$ cat src/rtl/int_controller.sv
`default_nettype none
// ============================================================================
//  Module   : int_controller
//  Purpose  : Memory-mapped interrupt controller in front of the cpu core.
//             Latches rising edges of up to N_SRC interrupt lines as pending,
//             picks the lowest-index unmasked pending source and issues a
//             one-cycle request with a handler vector to the core. Further
//             requests are held off until software writes EOI.
//  Ports    : clock, reset_n          - clock, async active-low reset
//             irq[N_SRC-1:0]          - peripheral interrupt lines
//             addr, w_data, w_en      - core data-memory bus (store side)
//             r_data, hit             - register read data / window hit
//             int_req, int_en, int_vec- request, CTRL, vector to the core
//  Registers: +0 CTRL  +1 MASK  +2 PEND(W1C)  +3 VBASE  +4 CAUSE  +5 EOI
//  Revision : 1.0 - initial release
// ============================================================================
module int_controller #(
   parameter int         N_SRC     = 4,
   parameter logic [7:0] ADDR_BASE = 8'hF0
) (
   input  logic             clock,
   input  logic             reset_n,
   input  logic [N_SRC-1:0] irq,
   input  logic [7:0]       addr,
   input  logic [7:0]       w_data,
   input  logic             w_en,
   output logic [7:0]       r_data,
   output logic             hit,
   output logic             int_req,
   output logic [7:0]       int_en,
   output logic [7:0]       int_vec
);

   localparam logic [7:0] OFF_CTRL  = 8'd0;
   localparam logic [7:0] OFF_MASK  = 8'd1;
   localparam logic [7:0] OFF_PEND  = 8'd2;
   localparam logic [7:0] OFF_VBASE = 8'd3;
   localparam logic [7:0] OFF_CAUSE = 8'd4;
   localparam logic [7:0] OFF_EOI   = 8'd5;

   typedef enum logic [1:0] {
      IDLE    = 2'd0,
      REQ     = 2'd1,
      SERVICE = 2'd2
   } state_t;

   state_t           state, state_nxt;
   logic [7:0]       ctrl;
   logic [N_SRC-1:0] mask;
   logic [N_SRC-1:0] pend;
   logic [7:0]       vbase;
   logic [2:0]       cause;
   logic [N_SRC-1:0] irq_q;

   logic [7:0]       offset;
   logic [7:0]       mask_ext;
   logic [7:0]       pend_ext;
   logic [N_SRC-1:0] cand;
   logic [N_SRC-1:0] irq_edge;
   logic [N_SRC-1:0] w1c_clr;
   logic [N_SRC-1:0] grant_clr;
   logic [N_SRC-1:0] pend_nxt;
   logic [2:0]       win_id;
   logic             any_cand;
   logic             grant;
   logic             wr_ctrl, wr_mask, wr_pend, wr_vbase, wr_eoi;

   // Offset arithmetic wraps mod 256, so the window test is a single compare.
   assign offset = addr - ADDR_BASE;
   assign hit    = (offset < 8'd6);

   assign wr_ctrl  = w_en && (offset == OFF_CTRL);
   assign wr_mask  = w_en && (offset == OFF_MASK);
   assign wr_pend  = w_en && (offset == OFF_PEND);
   assign wr_vbase = w_en && (offset == OFF_VBASE);
   assign wr_eoi   = w_en && (offset == OFF_EOI);

   assign cand     = pend & mask;
   assign irq_edge = irq & ~irq_q;
   assign w1c_clr  = wr_pend ? w_data[N_SRC-1:0] : '0;
   assign grant    = (state == IDLE) && ctrl[0] && any_cand;
   assign int_en   = ctrl;

   // Fixed priority: scanning high to low lets the lowest set index win.
   always_comb begin
      any_cand = 1'b0;
      win_id   = 3'd0;
      for (int i = N_SRC - 1; i >= 0; i--) begin
         if (cand[i]) begin
            any_cand = 1'b1;
            win_id   = 3'(i);
         end
      end
   end

   // Edge set dominates; W1C and grant auto-clear both simply clear.
   always_comb begin
      grant_clr = '0;
      mask_ext  = 8'h00;
      pend_ext  = 8'h00;
      for (int i = 0; i < N_SRC; i++) begin
         grant_clr[i] = grant && (win_id == 3'(i));
         mask_ext[i]  = mask[i];
         pend_ext[i]  = pend[i];
      end
      pend_nxt = irq_edge | (pend & ~w1c_clr & ~grant_clr);
   end

   always_comb begin
      r_data = 8'h00;
      if (hit) begin
         case (offset)
            OFF_CTRL:  r_data = ctrl;
            OFF_MASK:  r_data = mask_ext;
            OFF_PEND:  r_data = pend_ext;
            OFF_VBASE: r_data = vbase;
            OFF_CAUSE: r_data = {5'b00000, cause};
            default:   r_data = 8'h00;
         endcase
      end
   end

   always_comb begin
      state_nxt = state;
      case (state)
         IDLE:    if (grant)  state_nxt = REQ;
         REQ:                 state_nxt = SERVICE;
         SERVICE: if (wr_eoi) state_nxt = IDLE;
         default:             state_nxt = IDLE;
      endcase
   end

   always_ff @(posedge clock or negedge reset_n) begin
      if (!reset_n) begin
         state   <= IDLE;
         ctrl    <= 8'h00;
         mask    <= '0;
         pend    <= '0;
         vbase   <= 8'h00;
         cause   <= 3'd0;
         irq_q   <= '0;
         int_req <= 1'b0;
         int_vec <= 8'h00;
      end else begin
         state   <= state_nxt;
         irq_q   <= irq;
         pend    <= pend_nxt;
         int_req <= grant;
         if (wr_ctrl)  ctrl  <= w_data;
         if (wr_mask)  mask  <= w_data[N_SRC-1:0];
         if (wr_vbase) vbase <= w_data;
         if (grant) begin
            cause   <= win_id;
            int_vec <= vbase + {3'b000, win_id, 2'b00};
         end
      end
   end

endmodule
`default_nettype wire

$ cat config.mk
export PLATFORM = sky130hd
export DESIGN_NAME = int_controller
export DESIGN_NICKNAME = d
export VERILOG_FILES = /design/src/rtl/int_controller.sv
export SDC_FILE = /design/constraint.sdc
export NUM_CORES = 1
export LEC_CHECK = 0
export BUFFER_PORTS_ARGS = -buffer_cell sky130_fd_sc_hd__buf_2
export CAP_MARGIN = 15
export CORE_MARGIN = 8
export CORE_UTILIZATION = 59
export CTS_BUF_LIST = sky130_fd_sc_hd__clkbuf_4 sky130_fd_sc_hd__clkbuf_8
export DETAILED_ROUTE_END_ITERATION = 10
export HOLD_SLACK_MARGIN = 0.12
export PLACE_DENSITY = 0.9
export SLEW_MARGIN = 20
export SYNTH_ARGS = -nofsm -noshare
export SYNTH_HDL_FRONTEND = slang
export SYNTH_SLANG_ARGS = --single-unit
export TNS_END_PERCENT = 50
$ cat constraint.sdc
create_clock -name clock -period 3.1 [get_ports clock]
set_input_delay 0.155 -clock clock [delete_from_list [all_inputs] [get_ports clock]]
set_output_delay 0.155 -clock clock [all_outputs]
set_load 0.005 [all_outputs]
==> flow_summary.ini <==
[outcome]
outcome = complete, no violations

[final_layout]
n_antenna_cell = 0
finalNetCount = 250
drive_above_1_share_pct = 41.3
fillers = 228
final_cells = 271
final_area_mm2 = 0.00252
syn_to_final_growth_pct = 24.2

[detailed_routing]
ant_nets = 0
drt_iter0_drc = 80
wl_per_cell_um = 17.7
wirelength_mm = 4.80
dr.pass1.iters = 4
drt-vias-per-instance = 5.55
drc = 0
vias = 1504

[logic_synthesis]
postSynthAreaPerCell_um2 = 12.5
synth_top_area_share_pct = 50.6
yosys-top-cells-area = dfrtp_1 (51%), mux2_2 (14%), mux4_2 (3.3%)
ys_ff_latch = 41
syn-num-nets = 188
yosysSeqAreaShare_pct = 50.6
syn-cell-area_mm2 = 0.00203
ys.warnings.count = 0
yosysUniqueCellTypes = 37
synth_top_cell_by_area = dfrtp_1
synth_cells = 162

[cts]
cts_root_buf = clkbuf_4
clk_latency_ns = 0.36
cts_max_level = 2
cts_resized = 0
path_clk_slew_ns = 0.12
cts_hold_buffers = 13
cts_buffers = 5
cts_buffer_depth = 2
postCtsSetupRepairBufs = 0
cts_tree = done
clock-sinks = 41

[worst_setup_path]
critical_path_class = flop to flop
crit_required_ns = 3.33
start_kind = flop
cp-end-kind = flop
path_max_fanout = 5
cp.arrival_ns = 2.42

[power_and_ir_drop]
p_leak_nw = 1.22
power_density_mw_per_mm2 = 441
ir_drop_mv = 0.395

[timing]
fmax_ghz = 0.458
hold_viol = 0
tns_ns = 0
relSlewSlack_pct = 41.3
timing.final.crit_share_pct = 70.4
rsz0062_at_grt = no
setup_violations = 0
worst_slew_pin_slew_ns = 0.880
finalCriticalPeriod_ns = 2.18
drv_slew = 0
fin_ws_ns = 0.919
fin_skew_ns = 0.0142

[die]
fp-row-count = 21
die_w_um = 74.6
die_y_um = 74.6
dieArea_mm2 = 0.00557
core_region_area_mm2 = 0.00331
ioPinCount = 49
start_util_pct = 61.3

[flow_run]
cap_violations = 0

[grt]
grt_pass1_vias = 1577
grt_max_degree = 42
grt_overflow_total = 0
grt_use_total_pct = 18.7
antenna_found_initial = 0
grt_pass1_wl_mm = 7.76

[placement]
io_buffers = 48
dp_cells = 250
globalplace.congestion = 0.810
post_dp_cell_area_mm2 = 0.00229
place_ws_ns = 1.01
dp_hpwl_mm = 3.34

[min_path]
hold_class = input pin to flop
[final timing paths]
path | endpoint | slack (ns) | depth (start not counted) | startpoint
worst max-delay path | int_vec[7] | 0.92 | 7 | mask[1]
worst min-delay path | state[1] | 0.18 | 4 | w_en
worst max register to register | int_vec[7] | 0.92 | 7 | mask[1]
worst min register to register | int_vec[1] | 0.51 | 1 | int_vec[1]
max in group asynchronous | int_en[2] | 2.10 | 2 | reset_n
min in group asynchronous | int_en[1] | 0.44 | 2 | reset_n
[layout by cell type (no fill, tap or decap), drive strengths merged, types with 6 or more instances in the layout]
cell and instances:
inv 6, nor2 11, buf 48, mux2 25, nand2 13, a22oi 6
dlygate4sd3 13, o21ai 6, a21oi 6, dfrtp 41
[state kept, by name, summed over array words and instances, names as in the netlist]
signal and count:
irq_q 4, mask 4, vbase 8, int_req 1, int_vec 8, cause 2
int_en 8, pend 4, state 2
[routing by layer]
metal	up-vias	wire length, µm	share of wire [%]	track usage (%)
li1	703	-	-	-
met4	0	97	2.0	8.04
met1	730	1970	41	23.4
met3	10	372	7.7	5.86
met2	61	2360	49	29.3
met5	-	0	0	0
[report_power, final]
group / internal, W / total, W / leakage (nW) / switching (W)
Clock: 0.000250 / 0.000428 / 0.0552 / 0.000178
Sequential: 0.000553 / 0.000570 / 0.534 / 0.0000168
Combinational: 0.0000568 / 0.000113 / 0.630 / 0.0000563
Total: 0.000860 / 0.00111 / 1.22 / 0.000252
[Yosys cell counts (all sizes together)]
| master | number |
|---|---|
| a21oi | 6 |
| a21boi | 2 |
| o211ai | 1 |
| xnor2 | 1 |
| nor2b | 4 |
| mux2i | 2 |
| nand3b | 1 |
| mux4 | 3 |
| o21ai | 6 |
| mux2 | 25 |
| ha | 2 |
| xor2 | 3 |
| nand4bb | 1 |
| fa | 1 |
| a21o | 1 |
| or3b | 1 |
| a32o | 4 |
| nand2b | 1 |
| inv | 6 |
| dfrtp | 41 |
| nor4b | 1 |
| nand3 | 5 |
| a22oi | 6 |
| clkbuf | 1 |
| or2 | 1 |
| buf | 5 |
| and2 | 3 |
| nor2 | 11 |
| nand2 | 13 |
| nor3b | 1 |
| nand4 | 3 |
[layout make-up]
class                      count  area (µm²)  share of cell area (%)
timing repair buffer          61         370                    14.7
clock inverter                 3        65.1                    2.58
tap                           46        57.6                    2.29
sequential                    41        1030                    40.7
clock buffer                   5        37.5                    1.49
inverter                       6        22.5                   0.894
multi-input combinational    109         940                    37.3
[logic make-up (layout without fill, tap and decap cells)]
family,Yosys count,in the layout,share of synthesized area (%)
buf+inv,12,75,3.08
compound gates,26,26,9.19
simple gates,46,46,15.0
mux,30,30,18.2
fa+ha+maj,3,3,2.22
xor+xnor,4,4,1.73
flops,41,41,50.6
[critical path: stages, from the launching register on]
cell and delay (ns):
dfrtp_1 0.43, a22oi_1 0.42, nor2b_1 0.39, ha_1 0.31, a21o_1 0.17, nand4_1 0.10, xor2_1 0.17, a21oi_1 0.09
[per-stage QoR]
stage                     util, %  hold slack [ns]  total power (W)
after CTS                    76.1            0.181          0.00112
after global placement       69.0            0.281         0.000675
after floorplan                 -           -0.141         0.000632
final                        76.1            0.179          0.00111
after global routing         76.1            0.179          0.00115
after detailed placement     69.0            0.283         0.000680
No activity file was read; power rests on OpenSTA's default activity.
